<file path="src/rtl/ddr_line_arbiter_if.sv">
// Requester and MCB command-port signals shared by the DDR line arbiter.
// The slave modport is the arbiter; the master modport is its environment.
interface ddr_line_arbiter_if #(
    parameter int ADDR_W = 28
);
    logic [2:0]        req;
    logic [2:0]        we;
    logic [ADDR_W-1:0] addr0;
    logic [ADDR_W-1:0] addr1;
    logic [ADDR_W-1:0] addr2;
    logic [6:0]        len0;
    logic [6:0]        len1;
    logic [6:0]        len2;
    logic [2:0]        done;
    logic [2:0]        gnt;
    logic              cmd_en;
    logic [2:0]        cmd_instr;
    logic [5:0]        cmd_bl;
    logic [ADDR_W+1:0] cmd_byte_addr;
    logic              cmd_full;
    logic              busy;
    logic              err_timeout;
    logic [7:0]        err_count;
    logic [1:0]        state_dbg;

    // Handshake: cmd_en fires only in a CMD cycle where cmd_full is low; grants
    // are released solely by done from the owner or by the watchdog.
    modport slave (
        input  req, we, addr0, addr1, addr2, len0, len1, len2, done, cmd_full,
        output gnt, cmd_en, cmd_instr, cmd_bl, cmd_byte_addr, busy,
               err_timeout, err_count, state_dbg
    );

    modport master (
        output req, we, addr0, addr1, addr2, len0, len1, len2, done, cmd_full,
        input  gnt, cmd_en, cmd_instr, cmd_bl, cmd_byte_addr, busy,
               err_timeout, err_count, state_dbg
    );
endinterface

</file>
<file path="src/rtl/ddr_line_arbiter.sv">
// Three-requester arbiter for the DDR2 MCB command port: display reads take
// priority up to MAX_DISP in a row, capture and processing share round-robin.
module ddr_line_arbiter #(
    parameter int ADDR_W   = 28,
    parameter int MAX_DISP = 4,
    parameter int TIMEOUT  = 1023
) (
    input logic                 clk,
    input logic                 reset_n,
    ddr_line_arbiter_if.slave   bus
);
    typedef enum logic [1:0] {
        IDLE = 2'd0,
        CMD  = 2'd1,
        DATA = 2'd2
    } state_t;

    localparam int DW = $clog2(MAX_DISP + 1);

    state_t            state;
    state_t            next_state;
    logic [DW-1:0]     disp_run;
    logic [1:0]        rr_ptr;
    logic [1:0]        rr_other;
    logic [1:0]        win;
    logic              rr_req;
    logic              pick0;
    logic [9:0]        wd_cnt;
    logic              owner_done;
    logic              wd_expire;
    logic              sel_we;
    logic [ADDR_W-1:0] sel_addr;
    logic [6:0]        sel_len;
    logic [6:0]        len_m1;
    logic [2:0]        gnt;
    logic [2:0]        cmd_instr;
    logic [5:0]        cmd_bl;
    logic [ADDR_W+1:0] cmd_byte_addr;
    logic              err_timeout;
    logic [7:0]        err_count;

    // Winner selection; display yields only when the others are actually waiting.
    always_comb begin
        rr_other = (rr_ptr == 2'd1) ? 2'd2 : 2'd1;
        rr_req   = (rr_ptr == 2'd2) ? bus.req[2] : bus.req[1];
        pick0    = bus.req[0] && ((disp_run < DW'(MAX_DISP)) || (bus.req[2:1] == 2'b00));
        if (pick0) begin
            win = 2'd0;
        end else if (rr_req) begin
            win = rr_ptr;
        end else begin
            win = rr_other;
        end
        case (win)
            2'd1: begin
                sel_we   = bus.we[1];
                sel_addr = bus.addr1;
                sel_len  = bus.len1;
            end
            2'd2: begin
                sel_we   = bus.we[2];
                sel_addr = bus.addr2;
                sel_len  = bus.len2;
            end
            default: begin
                sel_we   = bus.we[0];
                sel_addr = bus.addr0;
                sel_len  = bus.len0;
            end
        endcase
        len_m1 = sel_len - 7'd1;
    end

    assign owner_done = |(bus.done & gnt);
    assign wd_expire  = (wd_cnt == 10'(TIMEOUT - 1));

    always_comb begin
        next_state = state;
        case (state)
            IDLE:    if (|bus.req) next_state = CMD;
            CMD:     if (!bus.cmd_full) next_state = DATA;
            DATA:    if (owner_done || wd_expire) next_state = IDLE;
            default: next_state = IDLE;
        endcase
    end

    always_ff @(posedge clk or negedge reset_n) begin
        if (!reset_n) begin
            state         <= IDLE;
            gnt           <= 3'b000;
            cmd_instr     <= 3'b000;
            cmd_bl        <= 6'd0;
            cmd_byte_addr <= '0;
            err_timeout   <= 1'b0;
            err_count     <= 8'd0;
            rr_ptr        <= 2'd1;
            disp_run      <= '0;
            wd_cnt        <= 10'd0;
        end else begin
            state       <= next_state;
            err_timeout <= 1'b0;
            case (state)
                IDLE: begin
                    if (|bus.req) begin
                        gnt           <= 3'(3'b001 << win);
                        cmd_instr     <= sel_we ? 3'b000 : 3'b001;
                        cmd_bl        <= len_m1[5:0];
                        cmd_byte_addr <= {sel_addr, 2'b00};
                        if (pick0) begin
                            if (disp_run != DW'(MAX_DISP)) disp_run <= disp_run + DW'(1);
                        end else begin
                            disp_run <= '0;
                            rr_ptr   <= (win == 2'd1) ? 2'd2 : 2'd1;
                        end
                    end
                end
                CMD: wd_cnt <= 10'd0;
                DATA: begin
                    wd_cnt <= wd_cnt + 10'd1;
                    if (owner_done) begin
                        gnt <= 3'b000;
                    end else if (wd_expire) begin
                        gnt         <= 3'b000;
                        err_timeout <= 1'b1;
                        if (err_count != 8'hFF) err_count <= err_count + 8'd1;
                    end
                end
                default: ;
            endcase
        end
    end

    assign bus.gnt           = gnt;
    assign bus.cmd_en        = (state == CMD) && !bus.cmd_full;
    assign bus.cmd_instr     = cmd_instr;
    assign bus.cmd_bl        = cmd_bl;
    assign bus.cmd_byte_addr = cmd_byte_addr;
    assign bus.busy          = (state != IDLE);
    assign bus.err_timeout   = err_timeout;
    assign bus.err_count     = err_count;
    assign bus.state_dbg     = state;
endmodule

</file>
<file path="src/flat_wrapper.sv">
// flat-port wrapper written by rule: the top's interface ports become plain ports
module ddr_line_arbiter_flat 
#(
    parameter int ADDR_W   = 28,
    parameter int MAX_DISP = 4,
    parameter int TIMEOUT  = 1023
)
  (clk, reset_n, bus_req, bus_we, bus_addr0, bus_addr1, bus_addr2, bus_len0, bus_len1, bus_len2, bus_done, bus_cmd_full, bus_gnt, bus_cmd_en, bus_cmd_instr, bus_cmd_bl, bus_cmd_byte_addr, bus_busy, bus_err_timeout, bus_err_count, bus_state_dbg);
  ddr_line_arbiter_if #(.ADDR_W(ADDR_W)) bus_i ();
  input logic clk;
  input logic reset_n;
  input wire logic [$bits(bus_i.req)-1:0] bus_req;
  input wire logic [$bits(bus_i.we)-1:0] bus_we;
  input wire logic [$bits(bus_i.addr0)-1:0] bus_addr0;
  input wire logic [$bits(bus_i.addr1)-1:0] bus_addr1;
  input wire logic [$bits(bus_i.addr2)-1:0] bus_addr2;
  input wire logic [$bits(bus_i.len0)-1:0] bus_len0;
  input wire logic [$bits(bus_i.len1)-1:0] bus_len1;
  input wire logic [$bits(bus_i.len2)-1:0] bus_len2;
  input wire logic [$bits(bus_i.done)-1:0] bus_done;
  input wire logic [$bits(bus_i.cmd_full)-1:0] bus_cmd_full;
  output wire logic [$bits(bus_i.gnt)-1:0] bus_gnt;
  output wire logic [$bits(bus_i.cmd_en)-1:0] bus_cmd_en;
  output wire logic [$bits(bus_i.cmd_instr)-1:0] bus_cmd_instr;
  output wire logic [$bits(bus_i.cmd_bl)-1:0] bus_cmd_bl;
  output wire logic [$bits(bus_i.cmd_byte_addr)-1:0] bus_cmd_byte_addr;
  output wire logic [$bits(bus_i.busy)-1:0] bus_busy;
  output wire logic [$bits(bus_i.err_timeout)-1:0] bus_err_timeout;
  output wire logic [$bits(bus_i.err_count)-1:0] bus_err_count;
  output wire logic [$bits(bus_i.state_dbg)-1:0] bus_state_dbg;
  assign bus_i.req = bus_req;
  assign bus_i.we = bus_we;
  assign bus_i.addr0 = bus_addr0;
  assign bus_i.addr1 = bus_addr1;
  assign bus_i.addr2 = bus_addr2;
  assign bus_i.len0 = bus_len0;
  assign bus_i.len1 = bus_len1;
  assign bus_i.len2 = bus_len2;
  assign bus_i.done = bus_done;
  assign bus_i.cmd_full = bus_cmd_full;
  assign bus_gnt = bus_i.gnt;
  assign bus_cmd_en = bus_i.cmd_en;
  assign bus_cmd_instr = bus_i.cmd_instr;
  assign bus_cmd_bl = bus_i.cmd_bl;
  assign bus_cmd_byte_addr = bus_i.cmd_byte_addr;
  assign bus_busy = bus_i.busy;
  assign bus_err_timeout = bus_i.err_timeout;
  assign bus_err_count = bus_i.err_count;
  assign bus_state_dbg = bus_i.state_dbg;
  ddr_line_arbiter #(.ADDR_W(ADDR_W), .MAX_DISP(MAX_DISP), .TIMEOUT(TIMEOUT)) u_core (.clk(clk), .reset_n(reset_n), .bus(bus_i));
endmodule
</file>
<file path="config.mk">
export PLATFORM = sky130hd
export DESIGN_NAME = ddr_line_arbiter_flat
export DESIGN_NICKNAME = d
export VERILOG_FILES = /design/src/rtl/ddr_line_arbiter_if.sv /design/src/rtl/ddr_line_arbiter.sv /design/src/flat_wrapper.sv
export SDC_FILE = /design/constraint.sdc
export NUM_CORES = 1
export LEC_CHECK = 0
export CAP_MARGIN = 10
export CORE_MARGIN = 2
export CORE_UTILIZATION = 40
export CTS_BUF_LIST = sky130_fd_sc_hd__clkbuf_4
export DETAILED_ROUTE_END_ITERATION = 10
export GPL_ROUTABILITY_DRIVEN = 0
export PLACE_DENSITY = 0.75
export REMOVE_ABC_BUFFERS = 1
export SLEW_MARGIN = 40
export SYNTH_ARGS = -nofsm -noshare
export SYNTH_HDL_FRONTEND = slang
export SYNTH_SLANG_ARGS = --single-unit
</file>
<file path="constraint.sdc">
create_clock -name clk -period 3.5 [get_ports clk]
set_clock_uncertainty 0.1 [all_clocks]
set_input_delay 1.05 -clock clk [delete_from_list [all_inputs] [get_ports clk]]
set_output_delay 1.05 -clock clk [all_outputs]
set_load 0.02 [all_outputs]
</file>
# After elaboration in Yosys (flattened, before gate mapping)
# Index checks and enable logic that the tools add are counted.
word_totals:
  reg_bits: 66
  in_bits: 117
  out_inout_bits: 55
classes:
  add_sub_neg: 4
  magnitude_cmp: 1
  n_eq_ne: 14
  shifts: 1
  mux: 23
  bitwise_logic: 3
  reduce_logical: 18
op_table:
  columns: ["cell", "count"]
  rows:
  - ["28-bit case mux with 2 select lines", 1]
  - ["10-bit case mux with 2 select lines", 1]
  - ["3-bit 2-to-1 mux", 5]
  - ["2-bit 2-to-1 mux", 7]
  - ["6-bit case mux with 2 select lines", 1]
  - ["3-bit AND reduction", 4]
  - ["10-bit by 1-bit adder with 10-bit output (second input constant)", 1]
  - ["10-bit == test (second input constant)", 1]
  - ["8-bit by 1-bit adder with 8-bit output (second input constant)", 1]
  - ["8-bit != test (second input constant)", 1]
  - ["2-bit by 1-bit == test with 1-bit output (second input constant)", 3]
  - ["2-bit == test (second input constant)", 3]
  - ["2-bit case mux with 3 select lines", 1]
  - ["3-bit case mux with 2 select lines", 1]
  - ["2-bit nonzero test", 3]
  - ["3-bit OR reduction", 2]
  - ["6-bit by 1-bit subtractor with 6-bit output (second input constant)", 1]
  - ["1-bit 2-to-1 mux", 5]
  - ["2-bit zero test", 2]
  - ["2-bit by 1-bit != test with 1-bit output (second input constant)", 2]
  - ["2-bit != test (second input constant)", 2]
  - ["4-bit AND reduction", 1]
  - ["3-bit by 1-bit adder with 3-bit output (second input constant)", 1]
  - ["3-bit bitwise AND", 1]
  - ["other kinds (10)", 13]

# Longest topological paths before layout
# Gate-level depths: netlist of run 1.
logic_depth:
  depth_word: 7
  ltp_mapped: 12
  depth_no_buf: 10

# Least setup slack after synthesis of run 1
# OpenSTA, ideal clock, no wires.
synth_timing:
  path_kind: "input-to-reg"
  startpoint: "in bus_req[2]"
  endpoint: "reg u_core.cmd_bl[2], in the netlist u_core.bus.cmd_bl[2]"
  setup_ps: 125
  arrival_ps: 3303
  required_time_ps: 3275
  setup_slack_ps: -28
  stages: 11
  path_cell_list: "o21ai_0 and2_1 clkbuf_1 or2_2 ha_1 clkbuf_1 a221oi_1 or2_2 ha_1 xnor2_1 mux2_2"
synth_between:
  elab_chain_len: 7
  elab_cells_between_ends: 12
synth_rtl:
  columns: ["item", "line", "text"]
  rows:
  - ["start: declaration", "flat_wrapper.sv:12", "input wire logic [$bits(bus_i.req)-1:0] bus_req;"]
  - ["2-bit zero test", "ddr_line_arbiter.sv:46", "pick0 = bus.req[0] && ((disp_run < DW'(MAX_DISP)) || (bus.req[2:1] == 2'b00));"]
  - ["1-bit logical OR", "ddr_line_arbiter.sv:46", null]
  - ["1-bit logical AND", "ddr_line_arbiter.sv:46", null]
  - ["2-bit 2-to-1 mux", "ddr_line_arbiter.sv:47", "if (pick0) begin"]
  - ["2-bit == test or 2-bit by 1-bit == test with 1-bit output (tied branches)", "ddr_line_arbiter.sv:54", "case (win)"]
  - ["6-bit case mux with 2 select lines", "ddr_line_arbiter.sv:54", null]
  - ["6-bit by 1-bit subtractor with 6-bit output", "ddr_line_arbiter.sv:71", "len_m1 = sel_len - 7'd1;"]
  - ["end signal: assignment", "ddr_line_arbiter.sv:107", "cmd_bl <= len_m1[5:0];"]
  - ["end: declaration", "ddr_line_arbiter.sv:37", "logic [5:0] cmd_bl;"]
# Several ways; a longest one is shown, not always the timed one.
# A chain may end at the register's enable or synchronous reset.

# Worst setup path in the final report of run 1
layout_timing:
  startpoint: "in bus_cmd_full"
  endpoint: "out bus_cmd_en"
layout_between:
  elab_chain_len: 2
layout_rtl:
  columns: ["item", "line", "text"]
  rows:
  - ["start: declaration", "flat_wrapper.sv:21", "input wire logic [$bits(bus_i.cmd_full)-1:0] bus_cmd_full;"]
  - ["1-bit zero test", null, null]
  - ["1-bit logical AND", "ddr_line_arbiter.sv:134", "assign bus.cmd_en = (state == CMD) && !bus.cmd_full;"]
  - ["end: declaration", "flat_wrapper.sv:23", "output wire logic [$bits(bus_i.cmd_en)-1:0] bus_cmd_en;"]
# No other way between the ends.

==> results of run 1 <==
==> critical path: cells and delay by family <==
family	cells	cell delay, ps
and+or+nand+nor	1	150
buffers and inverters	2	1050
==> layout make-up <==
cell class              count  area (sq um)  share of cell area
clock buffers               9          67.6              0.0117
clock inverters             7          86.3              0.0149
inverters                  13          48.8             0.00843
multi-input cells         287          1990               0.344
flip-flops and latches     64          1600               0.277
well taps                 111           139              0.0240
repair buffers            192          1850               0.320
==> cells by family after synthesis <==
logic type	share of synthesized area
xor+xnor	0.0259
flops	0.431
fa+ha+maj	0.0471
buf+inv	0.0504
other cells	0.00101
compound gates	0.237
mux	0.0353
simple gates	0.173
==> routing by layer <==
layer  track usage  wire [um]  up-vias
met2         0.388       5550      136
li1              -          -     1780
met1         0.248       4300     1729
met3        0.0494        756       17
met4        0.0738        194        0
met5             0          0        -
==> power by group through the flow <==
| stage | Sequential (W) | Combinational, W | Clock (W) |
|---|---|---|---|
| finish | 0.00119 | 0.00292 | 0.000556 |
| global route | 0.00122 | 0.00323 | 0.000592 |
| CTS | 0.00119 | 0.00290 | 0.000570 |
| detailed placement | 0.00120 | 0.00289 | 0 |
| global placement | 0.00119 | 0.00282 | 0 |
| floorplan | 0.00145 | 0.00138 | 0 |
==> layout by cell type, fill, tap and decap left out, types with 8 or more instances in the layout <==
cell and count:
mux2_2 8, nand2_1 49, dfrtp_1 63, inv_1 12, buf_4 27, nand3_1 11, clkbuf_4 9, o21ai_0 65
nor2_1 13, clkdlybuf4s50_1 162, a221o_1 31, ha_1 12
==> cell usage after synthesis (3+ instances only) <==
master    count
clkbuf_1     18
o21ai_1       3
xnor2_1       4
a22oi_1       4
nor2_1       13
nor4_2        4
a221o_1      31
nor3_1        6
buf_4         4
nand4_1       7
dfrtp_1      63
a21oi_1       4
buf_2         3
or2_2         3
mux2_2        8
ha_1         14
mux2i_1       3
buf_1         4
nand2b_1      3
xor2_1        7
nand3_1      11
nand2_1      49
inv_1        12
nor2b_1       7
o21ai_0      65
and2_1        3
a221oi_1      3
==> how the worst max path moves through the flow <==
stage / start / to / slack, ps
detailed placement: bus_req[2] / u_core.bus.cmd_bl[4] / -400
global placement: bus_req[2] / u_core.bus.cmd_bl[2] / -310
floorplan: bus_req[2] / u_core.bus.cmd_bl[2] / -650
finish: bus_cmd_full / bus_cmd_en / 90
global route: bus_req[1] / u_core.bus.cmd_bl[4] / 20
CTS: bus_req[2] / u_core.bus.cmd_bl[4] / 50
==> state kept, by name, summed over array words and instances (netlist names) <==
name / cells
u_core.bus.cmd_byte_addr: 28
u_core.wd_cnt: 10
u_core.bus.err_count: 8
u_core.bus.cmd_bl: 6
u_core.bus.gnt: 3
u_core.disp_run: 3
u_core.bus.state_dbg: 2
u_core.rr_ptr: 2
u_core.bus.cmd_instr: 1
u_core.bus.err_timeout: 1
==> metrics by stage <==
stage | worst slack, ps | hold WS, ps | instances | utilization | total power, W
finish | 94.2 | 385 | 683 | 0.636 | 0.00467
global route | 21.6 | 418 | 683 | 0.636 | 0.00504
CTS | 51.6 | 391 | 683 | 0.630 | 0.00466
detailed placement | -402 | 369 | 667 | 0.613 | 0.00409
global placement | -313 | 363 | 667 | 0.613 | 0.00400
floorplan | -647 | 399 | 364 | - | 0.00283
==> results.yml, run 1 <==
power_and_ir_drop:
  sw_frac_of_total: 0.428
  p_per_area_nw_per_um2: 806
  internal_power_w: 0.00267
  max-vdd-ir-drop_mv: 0.410
  p_comb_frac: 0.627
  p_leak_nw: 2.43
  power_frac_seq: 0.254
  pwr-share-clk: 0.119
  p_sw_w: 0.00200
detailed_routing:
  drtAntennaViolNets: 0
  drc_errors: 0
  drt_wl_total_um: 10800
  firstDrtPassIters: 4
  avgViaCountPerCell: 5.36
  vias: 3662
  drtIter0Drc: 102
  wl_per_cell_um: 15.8
cts:
  path_clk_slew_ps: 90
  clock-root-buffer: "clkbuf_4"
  clkLatencyLatePin_ps: 410
  cts_resized: 0
  htreeDepth: 3
  cts_sinks: 64
  cts_setup_buffers: 0
  cts_buffers: 9
  cts_hold_buf: 0
  clock_path_buffers: 2
  cts_tree: "built"
critical_path:
  crit_arrival_ps: 2260
  reg2reg_to: "u_core.bus.cmd_bl[5]"
  end_kind: "output port"
  cp_max_fo: 2
  critPathLaunchType: "input pin"
  worst_path_largest_cell_delay_ps: 620
  r2r_cells: 11
  path_class: "input pin to output port"
  crit_path_frequent_cell: "clkdlybuf4s50_1"
  crit_required_ps: 2350
  rrSetupSlack_ps: 640
  cp_slowest_cell: "clkdlybuf4s50_1"
  r2r-start: "u_core.rr_ptr[0]"
  cp_cell_sequence: "clkdlybuf4s50_1, nor2b_1, clkdlybuf4s50_1"
floorplanning:
  row_count: 35
  io_pins: 172
  dieWidth_um: 100
  fp.dieArea_sq_um: 10100
  die_h_um: 100
  core_sq_um: 9110
  initial_core_util: 0.408
outcome:
  status: "complete, no violations"
grt:
  grt_max_degree: 36
  track_usage: 0.214
  grt_overflow: 0
  grt_pass1_vias: 3622
  antenna_found_initial: 0
  grt_pass1_wl_um: 17000
synthesis:
  seq_area_frac_synth: 0.431
  avgSynthCellArea_sq_um: 9.51
  synth_ff_type: "dfrtp_1"
  synth-edff-count: 0
  synth_area_sq_um: 3720
  ys_top_cells_by_area: "dfrtp_1, o21ai_0, a221o_1, nand2_1, ha_1"
  synth_seq_cells: 64
  yosys_warnings: 0
  synthDistinctLibCells: 55
  synthCells: 391
  yosysTopAreaCell: "dfrtp_1"
  synthArstFlopShare: 1.00
  synth_top_area_frac: 0.424
sta:
  period_share: 0.973
  period_minus_slack_ps: 3410
  rsz0062_at_grt: "false"
  finalHoldViolCount: 0
  tightest_slew_ps: 569
  finalSetupViolations: 0
  fin_tns_setup_ps: 0
  maxSlewViolCount: 0
  fmax_ghz: 0.294
  slew-limit-headroom: 0.621
cells_and_area:
  fill_cells: 770
  drive_gt1_frac: 0.128
  final_area_sq_um: 5790
  antenna_cells: 0
  areaGrowthSynthToFinish_pct: 55.7
  nets: 698
placed_design:
  dpl-instance-area_sq_um: 5590
  dp.final_hpwl_um: 8400
  portBuffers: 164
min_path:
  whs_path_depth: 2
  hold_end: "u_core.bus.cmd_byte_addr[29]"
  holdCritPathClass: "flip-flop to flip-flop"
  holdCritStartpoint: "u_core.bus.cmd_byte_addr[29]"
job:
  drv_cap: 0
Note: power is estimated with default switching activity, not from simulation.
==> run 2, diff against run 1 <==
Settings changed: CORE_MARGIN 2 to 10.
==> run 2 against run 1 <==
Design area fell by 0.69%. Largest cell class unchanged. Largest power group unchanged. Highest routed layer unchanged. Routed wire length rose by 8.5%. Worst setup slack improved by 57 ps.
==> results.yml, run 2 (same netlist as run 1, synthesis figures left out) <==
outcome:
  status: "complete, no violations"
cells_and_area:
  regMostFlops: "u_core.bus.cmd_byte_addr"
  final_cell_mix: "clkdlybuf4s50_1, o21ai_0, dfrtp_1"
  areaGrowthSynthToFinish_pct: 54.6
  fill_cells: 770
  antenna_cells: 0
  largest_register_ffs: 28
  drive_gt1_frac: 0.127
  final_common_cell: "clkdlybuf4s50_1"
  nets: 694
  reg_top3: "u_core.bus.cmd_byte_addr: 28 flops, u_core.wd_cnt: 10 flops, u_core.bus.err_count: 8 flops"
sta:
  period_minus_slack_ps: 3350
  tightest_slew_ps: 497
  slew-limit-headroom: 0.667
  fmax_ghz: 0.299
  period_share: 0.957
  fin_tns_setup_ps: 0
  finalSetupViolations: 0
  fin_ws_ps: 151
  finalHoldViolCount: 0
  whs_ps: 387
  maxSlewViolCount: 0
  rsz0062_at_grt: "false"
power_and_ir_drop:
  max-vdd-ir-drop_mv: 0.592
  p_leak_nw: 2.41
  p_per_area_nw_per_um2: 797
grt:
  grt_pass1_vias: 3816
  grt_pass1_wl_um: 18400
  grt_overflow: 0
  antenna_found_initial: 0
  grt_max_degree: 73
  track_usage: 0.171
cts:
  clock_path_buffers: 2
  path_clk_slew_ps: 100
  cts_hold_buf: 0
  htreeDepth: 3
  cts_sinks: 64
  clkLatencyLatePin_ps: 410
  clock-root-buffer: "clkbuf_4"
  cts_buffers: 9
  cts_tree: "built"
critical_path:
  worst_path_largest_cell_delay_ps: 610
  cp_slowest_cell: "clkdlybuf4s50_1"
  end_kind: "output port"
  cp_cell_sequence: "clkdlybuf4s50_1, nor2b_1, clkdlybuf4s50_1"
  crit_path_frequent_cell: "clkdlybuf4s50_1"
  path_class: "input pin to output port"
  cp_max_fo: 2
  crit_arrival_ps: 2200
  crit_required_ps: 2350
  critPathLaunchType: "input pin"
floorplanning:
  fp.dieArea_sq_um: 13600
  row_count: 35
  initial_core_util: 0.406
  io_pins: 172
  dieWidth_um: 116
  core_sq_um: 9150
  die_h_um: 116
placed_design:
  dp.final_hpwl_um: 9280
  portBuffers: 164
  dp_slack_ps: -355
detailed_routing:
  drt_wl_total_um: 11700
  drtIter0Drc: 183
  firstDrtPassIters: 5
  drtAntennaViolNets: 0
  wl_per_cell_um: 17.3
  avgViaCountPerCell: 5.39
  drc_errors: 0
  vias: 3662
min_path:
  holdCritPathClass: "flip-flop to flip-flop"
job:
  drv_cap: 0
[run 2: cell count changes in the layout (fill, tap and decap cells not counted), moves of 2 or more]
| cell | change |
|---|---|
| clkbuf_4 | +3 |
| buf_12 | +3 |
| bufinv_16 | -2 |
| a221oi_2 | +2 |
| clkinv_1 | -2 |
| clkinv_2 | +2 |
| buf_4 | -6 |
| a221oi_1 | -2 |
[run 2: worst paths after layout]
path	from	depth (start not counted)	slack (ps)	end
max in group asynchronous	reset_n	2	2430	u_core.rr_ptr[0]
min in group asynchronous	reset_n	2	540	u_core.bus.cmd_byte_addr[29]
setup / recovery	bus_cmd_full	3	150	bus_cmd_en
hold / removal	u_core.bus.cmd_byte_addr[25]	2	390	u_core.bus.cmd_byte_addr[25]
hold reg to reg	u_core.bus.cmd_byte_addr[25]	2	390	u_core.bus.cmd_byte_addr[25]
setup reg to reg	u_core.rr_ptr[0]	10	730	u_core.bus.cmd_bl[5]
[run 2: critical path: cells and delay by family]
kind          cells  cell delay (ps)
buf+inv           2             1030
simple gates      1              120
[run 2: layout make-up]
cell class / count / area, sq um / area share
tap: 111 / 139 / 0.0242
inverter: 13 / 48.8 / 0.00849
multi-input combinational: 287 / 1990 / 0.347
clock buffer: 12 / 90.1 / 0.0157
clock inverter: 4 / 21.3 / 0.00370
timing repair buffer: 188 / 1850 / 0.322
sequential: 64 / 1600 / 0.279
[run 2: through the flow]
| step | std cells | area, sq um | power [W] | util |
|---|---|---|---|---|
| 6_report | 679 | 5750 | 0.00458 | 0.628 |
| 5_1_grt | 679 | 5750 | 0.00496 | 0.628 |
| 4_1_cts | 679 | 5710 | 0.00457 | 0.623 |
| 3_5_place_dp | 663 | 5590 | 0.00414 | 0.611 |
| 3_3_place_gp | 663 | 5590 | 0.00405 | 0.611 |
| 2_1_floorplan | 364 | 3590 | 0.00283 | - |
[run 2: metal layers]
layer,routed length [um],part of all wire,GRT usage,vias to the layer above
li1,-,-,-,1776
met1,4740,0.40,0.191,1736
met2,5740,0.49,0.291,132
met3,1010,0.086,0.0647,18
met4,235,0.020,0.0642,0
met5,0,0,0,-
[run 2: repair_timing]
item / CTS / global route
buffers inserted: 0 / 0
gates resized for setup: 0 / 8
setup endpoints to repair: 0 / 3
[run 2: where the power goes]
part	total (W)	internal (W)	switching, W
clock	0.000428	0.000166	0.000262
sequential	0.00117	0.00102	0.000158
combinational	0.00298	0.00140	0.00158
total	0.00458	0.00258	0.00200
==> run 3, diff against run 2 <==
Settings changed: CORE_UTILIZATION 40 to 35, GPL_ROUTABILITY_DRIVEN 0 to not set, PLACE_DENSITY 0.75 to 0.67.
==> run 3 against run 2 <==
Via count down 1.7%. Sequential power about the same. Critical path type is now input pin to flip-flop. First-iteration DRC count down 13%. Clock power up 18%. Clock-buffer cell count unchanged. Global-route usage down 0.83 points.
==> results.yml, run 3 (same netlist as run 1, synthesis figures left out) <==
outcome:
  status: "complete, no violations"
cells_and_area:
  regMostFlops: "u_core.bus.cmd_byte_addr"
  final_area_sq_um: 5820
  final_cell_mix: "clkdlybuf4s50_1, o21ai_0, dfrtp_1"
  final_common_cell: "clkdlybuf4s50_1"
  areaGrowthSynthToFinish_pct: 56.4
  multiInputGateArea_sq_um: 1980
  fin_util: 0.564
  seq_area_sq_um: 1600
  drive_gt1_frac: 0.134
  fill_cells: 897
  stdcell_count: 709
  largest_register_ffs: 28
  nets: 699
  reg_top3: "u_core.bus.cmd_byte_addr: 28 flops, u_core.wd_cnt: 10 flops, u_core.bus.err_count: 8 flops"
  antenna_cells: 0
grt:
  antenna_found_initial: 0
  track_usage: 0.163
  grt_pass1_wl_um: 19700
  grt_pass1_vias: 3965
  grt_max_degree: 35
  grt_overflow: 0
placed_design:
  dpl-instance-area_sq_um: 5650
  place_inst: 693
  globalplace.congestion: 0.855
  dp.final_hpwl_um: 9900
  portBuffers: 164
detailed_routing:
  drt_wl_total_um: 12400
  drtAntennaViolNets: 0
  drtIter0Drc: 159
  vias: 3599
  firstDrtPassIters: 4
  wl_per_cell_um: 17.5
  drc_errors: 0
  avgViaCountPerCell: 5.08
sta:
  rsz0062_at_grt: "false"
  slew-limit-headroom: 0.618
  fmax_ghz: 0.296
  maxSlewViolCount: 0
  tightest_slew_ps: 570
  finalSetupViolations: 0
  finalHoldViolCount: 0
  period_minus_slack_ps: 3380
  period_share: 0.967
critical_path:
  critPathLaunchType: "input pin"
  crit_path_frequent_cell: "or2_2"
  critPathBufInv: 2
  crit_arrival_ps: 3560
  cp_slowest_cell: "clkdlybuf4s50_1"
  cp_max_fo: 4
  r2r_cells: 11
  r2r-start: "u_core.rr_ptr[0]"
  crit_family: "simple AND/OR/NAND/NOR gates"
  end_kind: "flip-flop"
  path_class: "input pin to flip-flop"
  cp.depth: 11
  rrSetupSlack_ps: 580
  worst_path_largest_cell_delay_ps: 510
  crit_required_ps: 3680
  reg2reg_to: "u_core.bus.cmd_bl[2]"
  cp_cell_sequence: "clkdlybuf4s50_1, o21ai_0, and2_1, or2_2, inv_1, ha_1, a221oi_1, or2_2, ha_2, xnor2_1, mux2_2"
min_path:
  holdCritPathClass: "flip-flop to flip-flop"
  whs_path_depth: 2
  hold_end: "u_core.bus.cmd_byte_addr[24]"
  holdCritStartpoint: "u_core.bus.cmd_byte_addr[24]"
cts:
  clock_path_buffers: 2
  clkLatencyLatePin_ps: 390
  cts_tree: "built"
  clock-root-buffer: "clkbuf_4"
  path_clk_slew_ps: 100
  cts_buffers: 9
  cts_sinks: 64
  cts_hold_buf: 0
  htreeDepth: 3
power_and_ir_drop:
  power_frac_seq: 0.252
  sw_frac_of_total: 0.433
  internal_power_w: 0.00266
  p_per_area_nw_per_um2: 808
  pwr-share-clk: 0.108
  p_leak_nw: 2.45
  p_comb_frac: 0.641
  max-vdd-ir-drop_mv: 0.447
  p_sw_w: 0.00204
floorplanning:
  io_pins: 172
  fp.dieArea_sq_um: 15200
  dieWidth_um: 123
  row_count: 37
  core_sq_um: 10300
  initial_core_util: 0.360
  die_h_um: 123
job:
  drv_cap: 0
-- run 3: worst reg2reg max path: stages (launching register included) --
cell	delay, ps
dfstp_2	590
mux2_2	340
a22oi_1	160
or2_2	180
inv_1	60
ha_1	240
buf_4	160
a221o_1	310
o21ai_2	80
ha_2	220
xnor2_1	90
mux2_2	270
-- run 3: worst max-delay path by stage --
stage	startpoint	to	slack [ps]
after detailed placement	bus_req[1]	u_core.bus.cmd_bl[2]	-420
final	bus_req[2]	u_core.bus.cmd_bl[2]	120
after CTS	bus_req[1]	u_core.bus.cmd_bl[2]	1
after global placement	bus_req[1]	u_core.bus.cmd_bl[2]	-290
after floorplan	bus_req[2]	u_core.bus.cmd_bl[2]	-650
after global routing	bus_req[2]	u_core.bus.cmd_bl[2]	40
-- run 3: stage by stage --
step | setup WS, ps | setup TNS [ps] | total power [W] | hold WS, ps
after global routing | 35.9 | 0 | 0.00509 | 414
after CTS | 1.13 | 0 | 0.00470 | 393
after detailed placement | -418 | -6500 | 0.00418 | 369
after global placement | -287 | -2870 | 0.00411 | 361
after floorplan | -647 | -10550 | 0.00283 | 399
final | 117 | 0 | 0.00470 | 385
-- run 3: final cells by class --
class / instances / share of cell area
Clock buffer: 12 / 0.0155
Clock inverter: 4 / 0.00774
Inverter: 13 / 0.00839
Multi-Input combinational cell: 287 / 0.340
Sequential cell: 64 / 0.275
Tap cell: 136 / 0.0292
Timing Repair Buffer: 193 / 0.323
-- run 3: layer usage --
metal	GRT usage	routed length (um)	share of wire	up-vias
li1	-	-	-	1781
met2	0.286	6190	0.50	133
met3	0.0702	1240	0.10	8
met1	0.179	4910	0.39	1677
met5	0	0	0	-
met4	0.0349	102	0.0082	0
-- run 3: power groups by stage --
stage / registers [W] / logic, W / clock network [W]
after global placement: 0.00119 / 0.00293 / 0
after floorplan: 0.00145 / 0.00138 / 0
after global routing: 0.00122 / 0.00332 / 0.000553
after detailed placement: 0.00120 / 0.00298 / 0
final: 0.00118 / 0.00301 / 0.000505
after CTS: 0.00119 / 0.00300 / 0.000517
-- run 3: what timing repair did --
| item | CTS | global route |
|---|---|---|
| pin swaps | 0 | 1 |
| setup endpoints to repair | 1 | 4 |
| gates resized for setup | 1 | 6 |
| setup buffers | 0 | 0 |
